==> src/rtl/atomrvcore_pkg.sv <==
// Shared types for the execute-stage hazard controller: forwarding selects,
// controller states and the flush-counter width.
package atomrvcore_pkg;

    localparam int REG_ADRESS_WIDTH = 5;
    localparam int FLUSH_CNT_W      = 3;

    typedef enum logic [1:0] {
        FWD_RF    = 2'd0,
        FWD_EXMEM = 2'd1,
        FWD_MEMWB = 2'd2
    } fwd_sel_e;

    typedef enum logic [1:0] {
        RUN     = 2'd0,
        LDSTALL = 2'd1,
        FLUSH   = 2'd2
    } hz_state_e;

    // A load in EX cannot feed EX/MEM forwarding; the MEM-distance match is the fallback.
    function automatic fwd_sel_e fwd_pick(input logic ex_hit, input logic mem_hit,
                                          input logic load_use);
        return (ex_hit && !load_use) ? FWD_EXMEM : (mem_hit ? FWD_MEMWB : FWD_RF);
    endfunction

endpackage

==> src/rtl/atomrvcore_fwd_cmp.sv <==
// Single-operand hazard comparator: source read matches a live, non-x0 destination.
// Purely combinational, no latency, no backpressure.
module atomrvcore_fwd_cmp #(
    parameter int AW = 5
) (
    input  logic [AW-1:0] rs_i,
    input  logic          used_i,
    input  logic [AW-1:0] rd_i,
    input  logic          wen_i,
    output logic          hit_o
);

    assign hit_o = used_i & wen_i & (rs_i == rd_i) & (|rd_i);

endmodule

==> src/rtl/atomrvcore_hazard_ctrl.sv <==
// EX-stage hazard controller: forwarding selects (1-cycle registered), load-use bubble,
// redirect flush sequencing, ext_stall_i freezes everything. Optional ATOMRV_HAZARD_PERF_EN.
module atomrvcore_hazard_ctrl #(
    parameter int REG_ADRESS_WIDTH = atomrvcore_pkg::REG_ADRESS_WIDTH,
    parameter int FLUSH_CYCLES     = 2
) (
    input  logic                        clk_i,
    input  logic                        rst_ni,
    input  logic [REG_ADRESS_WIDTH-1:0] id_rs1_i,
    input  logic [REG_ADRESS_WIDTH-1:0] id_rs2_i,
    input  logic                        id_rs1_used_i,
    input  logic                        id_rs2_used_i,
    input  logic [REG_ADRESS_WIDTH-1:0] ex_rd_i,
    input  logic                        ex_rwr_en_i,
    input  logic                        ex_dr_en_i,
    input  logic [REG_ADRESS_WIDTH-1:0] mem_rd_i,
    input  logic                        mem_rwr_en_i,
    input  logic                        redirect_i,
    input  logic                        ext_stall_i,
    output logic [1:0]                  fwd1_o,
    output logic [1:0]                  fwd2_o,
    output logic                        pc_stall_o,
    output logic                        if_id_stall_o,
    output logic                        id_ex_bubble_o,
    output logic                        flush_o,
    output logic                        busy_o
`ifdef ATOMRV_HAZARD_PERF_EN
    ,
    output logic [31:0]                 stall_cnt_o,
    output logic [31:0]                 flush_cnt_o
`endif
);
    import atomrvcore_pkg::*;

    localparam logic [FLUSH_CNT_W-1:0] FLUSH_LOAD = FLUSH_CNT_W'(FLUSH_CYCLES - 1);

    hz_state_e              state_q, state_d;
    logic [FLUSH_CNT_W-1:0] cnt_q, cnt_d;
    logic                   redir_pend_q, redir_pend_d;
    fwd_sel_e               fwd1_q, fwd1_d, fwd2_q, fwd2_d;

    logic hit_rs1_ex, hit_rs2_ex, hit_rs1_mem, hit_rs2_mem;
    logic load_use, redir;
    logic stall, bubble, flush;

    atomrvcore_fwd_cmp #(.AW(REG_ADRESS_WIDTH)) u_cmp_rs1_ex (
        .rs_i(id_rs1_i), .used_i(id_rs1_used_i), .rd_i(ex_rd_i), .wen_i(ex_rwr_en_i),
        .hit_o(hit_rs1_ex)
    );
    atomrvcore_fwd_cmp #(.AW(REG_ADRESS_WIDTH)) u_cmp_rs2_ex (
        .rs_i(id_rs2_i), .used_i(id_rs2_used_i), .rd_i(ex_rd_i), .wen_i(ex_rwr_en_i),
        .hit_o(hit_rs2_ex)
    );
    atomrvcore_fwd_cmp #(.AW(REG_ADRESS_WIDTH)) u_cmp_rs1_mem (
        .rs_i(id_rs1_i), .used_i(id_rs1_used_i), .rd_i(mem_rd_i), .wen_i(mem_rwr_en_i),
        .hit_o(hit_rs1_mem)
    );
    atomrvcore_fwd_cmp #(.AW(REG_ADRESS_WIDTH)) u_cmp_rs2_mem (
        .rs_i(id_rs2_i), .used_i(id_rs2_used_i), .rd_i(mem_rd_i), .wen_i(mem_rwr_en_i),
        .hit_o(hit_rs2_mem)
    );

    assign load_use = ex_dr_en_i & (hit_rs1_ex | hit_rs2_ex);
    // A redirect seen under ext_stall_i is replayed from redir_pend_q once the stall drops.
    assign redir    = redirect_i | redir_pend_q;

    always_comb begin
        state_d      = state_q;
        cnt_d        = cnt_q;
        redir_pend_d = redir_pend_q;
        fwd1_d       = fwd1_q;
        fwd2_d       = fwd2_q;
        stall        = 1'b0;
        bubble       = 1'b0;
        flush        = 1'b0;

        if (ext_stall_i) begin
            stall        = 1'b1;
            redir_pend_d = redir;
        end else begin
            redir_pend_d = 1'b0;
            fwd1_d       = fwd_pick(hit_rs1_ex, hit_rs1_mem, load_use);
            fwd2_d       = fwd_pick(hit_rs2_ex, hit_rs2_mem, load_use);
            if (redir) begin
                flush  = 1'b1;
                fwd1_d = FWD_RF;
                fwd2_d = FWD_RF;
                if (FLUSH_CYCLES > 1) begin
                    state_d = FLUSH;
                    cnt_d   = FLUSH_LOAD;
                end else begin
                    state_d = RUN;
                    cnt_d   = '0;
                end
            end else begin
                unique case (state_q)
                    FLUSH: begin
                        flush  = 1'b1;
                        fwd1_d = FWD_RF;
                        fwd2_d = FWD_RF;
                        if (cnt_q <= FLUSH_CNT_W'(1)) begin
                            state_d = RUN;
                            cnt_d   = '0;
                        end else begin
                            cnt_d = cnt_q - FLUSH_CNT_W'(1);
                        end
                    end
                    LDSTALL: state_d = RUN;
                    default: begin
                        if (load_use) begin
                            stall   = 1'b1;
                            bubble  = 1'b1;
                            fwd1_d  = FWD_RF;
                            fwd2_d  = FWD_RF;
                            state_d = LDSTALL;
                        end
                    end
                endcase
            end
        end
    end

    always_ff @(posedge clk_i or negedge rst_ni) begin
        if (!rst_ni) begin
            state_q      <= RUN;
            cnt_q        <= '0;
            redir_pend_q <= 1'b0;
            fwd1_q       <= FWD_RF;
            fwd2_q       <= FWD_RF;
        end else begin
            state_q      <= state_d;
            cnt_q        <= cnt_d;
            redir_pend_q <= redir_pend_d;
            fwd1_q       <= fwd1_d;
            fwd2_q       <= fwd2_d;
        end
    end

    // Combinational controls are forced low for the whole reset window, not just at the edge.
    assign pc_stall_o     = rst_ni & stall;
    assign if_id_stall_o  = rst_ni & stall;
    assign id_ex_bubble_o = rst_ni & bubble;
    assign flush_o        = rst_ni & flush;
    assign fwd1_o         = fwd1_q;
    assign fwd2_o         = fwd2_q;
    assign busy_o         = (state_q != RUN);

`ifdef ATOMRV_HAZARD_PERF_EN
    logic [31:0] stall_cnt_q, flush_cnt_q;

    always_ff @(posedge clk_i or negedge rst_ni) begin
        if (!rst_ni) begin
            stall_cnt_q <= '0;
            flush_cnt_q <= '0;
        end else begin
            if (id_ex_bubble_o) stall_cnt_q <= stall_cnt_q + 32'd1;
            if (flush_o)        flush_cnt_q <= flush_cnt_q + 32'd1;
        end
    end

    assign stall_cnt_o = stall_cnt_q;
    assign flush_cnt_o = flush_cnt_q;
`endif

endmodule

==> config.mk <==
export PLATFORM = sky130hd
export DESIGN_NAME = atomrvcore_hazard_ctrl
export DESIGN_NICKNAME = d
export VERILOG_FILES = /design/src/rtl/atomrvcore_pkg.sv /design/src/rtl/atomrvcore_fwd_cmp.sv /design/src/rtl/atomrvcore_hazard_ctrl.sv
export SDC_FILE = /design/constraint.sdc
export NUM_CORES = 1
export LEC_CHECK = 0
export ABC_AREA = 1
export BUFFER_PORTS_ARGS = -buffer_cell sky130_fd_sc_hd__buf_2
export CORE_MARGIN = 2
export CORE_UTILIZATION = 40
export DETAILED_ROUTE_END_ITERATION = 6
export PLACE_DENSITY = 0.71
export SETUP_SLACK_MARGIN = 0.1
export SYNTH_ARGS = -nofsm -noshare
export SYNTH_HDL_FRONTEND = slang
export SYNTH_SLANG_ARGS = --single-unit
==> constraint.sdc <==
create_clock -name clk_i -period 3.8 [get_ports clk_i]
set_clock_uncertainty 0.15 [all_clocks]
set_input_delay 0.76 -clock clk_i [delete_from_list [all_inputs] [get_ports clk_i]]
set_output_delay 0.76 -clock clk_i [all_outputs]
set_load 0.01 [all_outputs]
# [Yosys cells after proc, flatten, opt, wreduce, memory -nomap -nowiden]
# Cells that the tools add are included.
[classes] n_eq_ne=7 reduce_logical=11 n_addsub=1 order_cmp=1 mul=0 bitwise_logic=19 shifts=0 mux=26 div_mod_pow=0
[op_table] operator="two-way mux 2 bit" n=11
[op_table] operator="== test 5 bit" n=4
[op_table] operator="bitwise AND 1 bit" n=16
[op_table] operator="case mux 2 bit (2 select lines)" n=3
[op_table] operator="OR reduction 5 bit" n=2
[op_table] operator="two-way mux 1 bit" n=9
[op_table] operator="two-way mux 3 bit" n=3
[op_table] operator="nonzero test 2 bit" n=2
[op_table] operator="nonzero test 4 bit" n=1
[op_table] operator="less-or-equal comparator 3 x 1 -> 1 bit, second input constant" n=1
[op_table] operator="inequality test 3 bit, second input constant" n=1
[op_table] operator="AND reduction 3 bit" n=1
[op_table] operator="subtractor 3 x 1 -> 3 bit, second input constant" n=1
[op_table] operator="== test 2 x 1 -> 1 bit, second input constant" n=1
[op_table] operator="== test 2 bit, second input constant" n=1
[op_table] operator="logical AND 1 bit" n=2
[op_table] operator="bitwise OR 1 bit" n=2
[op_table] operator="AND reduction 2 bit" n=1
[op_table] operator="OR reduction 2 bit" n=1
[op_table] operator="zero test 1 bit" n=1
[op_table] operator="inverter 1 bit" n=1
[word_totals] ramBits=0 mem_count=0 output_inout_bits=9 latch_bits=0 reg_bits=10 rom_bits=0

# [Logic depth before layout (Yosys ltp)]
[depth] depth_word=11 depth_mapped=13

# [Hierarchy]
# A second synthesis with hierarchy kept.
[unflattened] hier_cells=215 area_unflattened_um2=1166.1
[by_module_without_submodules] module="atomrvcore_hazard_ctrl" cells_each=87 seq_area_each_um2=250.2 instances=1 area_per_inst_um2=640.6
[by_module_without_submodules] module="atomrvcore_fwd_cmp" cells_each=32 seq_area_each_um2=0.0 instances=4 area_per_inst_um2=131.4

# [Worst setup path before layout]
# No wires, ideal clock.
[synth_timing] kind="in2out" startpoint="in ex_rd_i[2]" endpoint="out pc_stall_o" path_stages=10 arrival_time_ns=1.723 setup_slack_ns=1.167 cell_sequence="inv_1 > nand2_1 > nand2_1 > nand2_1 > nor2_2 > nand2_1 > nand2_2 > nand3_1 > a21oi_1 > buf_4"
[synth_via] elab_chain_cells=10 elab_cells_between_ends=14
[synth_lines] item="start, declared" line_no="atomrvcore_hazard_ctrl.sv:13" source="input logic [REG_ADRESS_WIDTH-1:0] ex_rd_i,"
[synth_lines] item="== test 5 bit" line_no="atomrvcore_fwd_cmp.sv:13" source="assign hit_o = used_i & wen_i & (rs_i == rd_i) & (|rd_i);"
[synth_lines] item="bitwise AND 1 bit (2 in series)" line_no="atomrvcore_fwd_cmp.sv:13"
[synth_lines] item="bitwise OR 1 bit (*)" line_no="atomrvcore_hazard_ctrl.sv:63" source="assign load_use = ex_dr_en_i & (hit_rs1_ex | hit_rs2_ex);"
[synth_lines] item="bitwise AND 1 bit (*)" line_no="atomrvcore_hazard_ctrl.sv:63"
[synth_lines] item="two-way mux 1 bit (*)" line_no="atomrvcore_hazard_ctrl.sv:110" source="if (load_use) begin"
[synth_lines] item="two-way mux 1 bit (*)" line_no="atomrvcore_hazard_ctrl.sv:96" source="unique case (state_q)"
[synth_lines] item="two-way mux 1 bit (*)" line_no="atomrvcore_hazard_ctrl.sv:84" source="if (redir) begin"
[synth_lines] item="two-way mux 1 bit (*)" line_no="atomrvcore_hazard_ctrl.sv:77" source="if (ext_stall_i) begin"
[synth_lines] item="bitwise AND 1 bit (*)"
[synth_lines] item="end, declared" line_no="atomrvcore_hazard_ctrl.sv:22" source="output logic pc_stall_o,"
# Every way passes the cells marked *; elsewhere a longest branch is shown, timed or not.

# [Worst setup path after layout]
[layout_timing] startpoint="in ex_rd_i[2]" endpoint="out if_id_stall_o"
[layout_via] elab_chain_cells=10 elab_cells_between_ends=14
[layout_lines] item="== test 5 bit" line_no="atomrvcore_fwd_cmp.sv:13"
[layout_lines] item="bitwise AND 1 bit (2 in series)" line_no="atomrvcore_fwd_cmp.sv:13"
[layout_lines] item="bitwise OR 1 bit (*)" line_no="atomrvcore_hazard_ctrl.sv:63"
[layout_lines] item="bitwise AND 1 bit (*)" line_no="atomrvcore_hazard_ctrl.sv:63"
[layout_lines] item="two-way mux 1 bit (*)" line_no="atomrvcore_hazard_ctrl.sv:110"
[layout_lines] item="two-way mux 1 bit (*)" line_no="atomrvcore_hazard_ctrl.sv:96"
[layout_lines] item="two-way mux 1 bit (*)" line_no="atomrvcore_hazard_ctrl.sv:84"
[layout_lines] item="two-way mux 1 bit (*)" line_no="atomrvcore_hazard_ctrl.sv:77"
[layout_lines] item="bitwise AND 1 bit (*)" line_no="atomrvcore_hazard_ctrl.sv:141" source="assign if_id_stall_o = rst_ni & stall;"
[layout_lines] item="end, declared" line_no="atomrvcore_hazard_ctrl.sv:23" source="output logic if_id_stall_o,"
# Marked as above.

==> results_dict.tcl <==
set metrics [dict create \
    portBuffers 37 \
    worstSetupStartpointType "input port" \
    synth_nets 203 \
    root_buffer "clkbuf_4" \
    hold_viol 0 \
    num_antenna_cells 0 \
    drive_gt1_share_pct 27.9 \
    total_power_uw 324 \
    grt_pass1_wl_microns 3750 \
    fp.dieArea_sq_um 2980 \
    drt_first_iter_violations 34 \
    setup_viol 0 \
    relSlewSlack_pct 77.5 \
    drc 0 \
    cts_buffers 3 \
    min_period_ns 2.74 \
    hold_buffers 0 \
    cts_sinks 10 \
    layout.nets 244 \
    seqPwrFrac_pct 38.4 \
    routed_wl_microns 2330 \
    placed_cells 235 \
    vdd_drop_max_mv 0.150 \
    ys_types 20 \
    rsz0062_at_grt "no" \
    swShare_pct 37.2 \
    synth_top_area_cell "dfrtp_1" \
    synth-seq-area-share_pct 24.5 \
    cts_tree "done" \
    htreeDepth 1 \
    die_w_microns 54.6 \
    report.final.slew_viol_count 0 \
    synth_top_area_share_pct 24.5 \
    routabilityCongestion 0.802 \
    required_ns 2.89 \
    end_kind "output port" \
    detail_route.wl_per_cell_microns 9.81 \
    cts_buffer_depth 2 \
    finish.utilization_pct 51.3 \
    pwr-share-clk_pct 22.3 \
    ys_ff_latch 10 \
    dr_total_vias 1099 \
    p_per_area_nw_per_um2 257 \
    fmax_mhz 365 \
    ys_warn_count 0 \
    syn_area_per_cell_sq_um 6.05 \
    crit_fanout 3 \
    antenna_found_initial 0 \
    worstSkewPairLatency_ns 0.27 \
    grt_max_degree 12 \
    power.switching_uw 121 \
    synth.cell_area_sq_um 1020 \
    grtUsageTotal_pct 17.4 \
    combinationalPowerShare_pct 39.3 \
    critPathKind "input port to output port" \
    p_leak_uw 0.000738 \
    ios 38 \
    worstMarginPinSlew_ns 0.338 \
    fp-row-count 18 \
    cts_resized 0 \
    area_growth_pct 23.3 \
    hold_class "input port to async pin" \
    p_int_uw 204 \
    status "completed" \
    start_util_pct 41.6 \
    via_per_inst 4.62 \
    synthTopCellsByArea "dfrtp_1 24%, nand2_1 21%, inv_1 10%" \
    grt_pass1_vias 973 \
    tns_ns 0 \
    synthCells 169 \
    fin_crit_sh_pct 72.2 \
    die_y_microns 54.6 \
    final-instance-count-excl-fill 238 \
    drt_pre_antenna_iters 4 \
    path_clk_slew_ns 0.06 \
    cap_violations 0 \
    hpwl_microns 2000 \
    overflow 0 \
    core_area_sq_um 2450 \
    postCtsSetupBuffers 0 \
    cp_data_arrival_time_ns 1.83 \
    ant_nets 0 \
]
[through the flow]
| step | hold slack (ns) | instance area [sq um] | setup WS (ns) |
|---|---|---|---|
| 6_report | 0.200 | 1260 | 1.06 |
| 5_1_grt | 0.216 | 1260 | 0.906 |
| 4_1_cts | 0.207 | 1260 | 1.04 |
| 3_5_place_dp | 0.314 | 1240 | 1.05 |
| 3_3_place_gp | 0.309 | 1240 | 1.06 |
| 2_1_floorplan | 0.314 | 1020 | 1.17 |
[state kept, by name, indices dropped and copies added, names as in the netlist]
name and count:
fwd2_o 2, redir_pend_q 1, cnt_q 3, state_q 2
fwd1_o 2
[cells in the final DEF, fill, tap and decap left out, drive strengths merged]
cell type	instances
nor3	1
xor2	3
o21ai	5
nand2	61
nand3b	3
clkbuf	3
nor2	19
inv	34
nand3	15
a21oi	6
buf	37
o31ai	1
xnor2	5
dfrtp	10
ha	5
[worst max-delay path, cell delays in order]
cell and delay [ns]:
buf_2 0.11, inv_1 0.09, nand2_1 0.06, nand2_1 0.06, nand2_1 0.07, nor2_2 0.12
nand2_1 0.07, nand2_2 0.10, nand3_1 0.07, a21oi_1 0.17, buf_2 0.16
[per-layer routing]
| metal | routed length [microns] | GRT usage, % | vias up |
|---|---|---|---|
| met3 | 113 | 2.73 | 5 |
| li1 | - | - | 590 |
| met2 | 1140 | 33.1 | 33 |
| met4 | 36 | 6.25 | 0 |
| met5 | 0 | 0 | - |
| met1 | 1040 | 19.2 | 471 |
[worst paths after layout]
path / cells after the start / to / start / slack (ns)
worst max-delay path: 11 / if_id_stall_o / ex_rd_i[2] / 1.06
worst min-delay path: 1 / cnt_q[0]$_DFFE_PN0P_ / rst_ni / 0.20
worst max register to register: 6 / cnt_q[1]$_DFFE_PN0P_ / state_q[0]$_DFFE_PN0P_ / 2.08
worst min register to register: 2 / fwd2_o[1]$_DFFE_PN0N_ / fwd2_o[1]$_DFFE_PN0N_ / 0.33
max in group asynchronous: 1 / fwd1_o[0]$_DFFE_PN0N_ / rst_ni / 3.10
min in group clk_i: 2 / fwd2_o[1]$_DFFE_PN0N_ / fwd2_o[1]$_DFFE_PN0N_ / 0.33
[power groups by stage]
stage / sequential (uW) / clock, uW / combinational, uW
detailed placement: 126 / 0 / 128
global placement: 126 / 0 / 127
global route: 126 / 78.6 / 147
CTS: 124 / 72.7 / 129
floorplan: 124 / 0 / 82.9
finish: 124 / 72.4 / 128
[cell type report]
type,count,area [sq um]
fillers,266,1190
flip-flops and latches,10,250
multi-input cells,124,637
repair buffers,37,185
clock buffers,3,22.5
inverters,34,128
well taps,30,37.5
[synth_stat cells]
master,n
nor3_2,1
inv_2,6
o21ai_0,2
ha_1,5
a21oi_1,6
xnor2_1,5
nand2_2,5
nand3b_1,2
nand3_1,15
buf_4,1
nand3b_2,1
o31ai_1,1
o21ai_1,3
nand2_1,56
nor2_1,14
nor2_4,1
inv_1,28
dfrtp_1,10
xor2_1,3
nor2_2,4
[kinds of logic after synthesis]
| group | count (synthesis) | synth area share (%) |
|---|---|---|
| buf+inv | 35 | 13.2 |
| xor+xnor | 8 | 6.85 |
| simple gates | 99 | 43.2 |
| flops | 10 | 24.5 |
| compound gates | 12 | 6.12 |
| fa+ha+maj | 5 | 6.12 |
No activity file was read; power rests on OpenSTA's default activity.
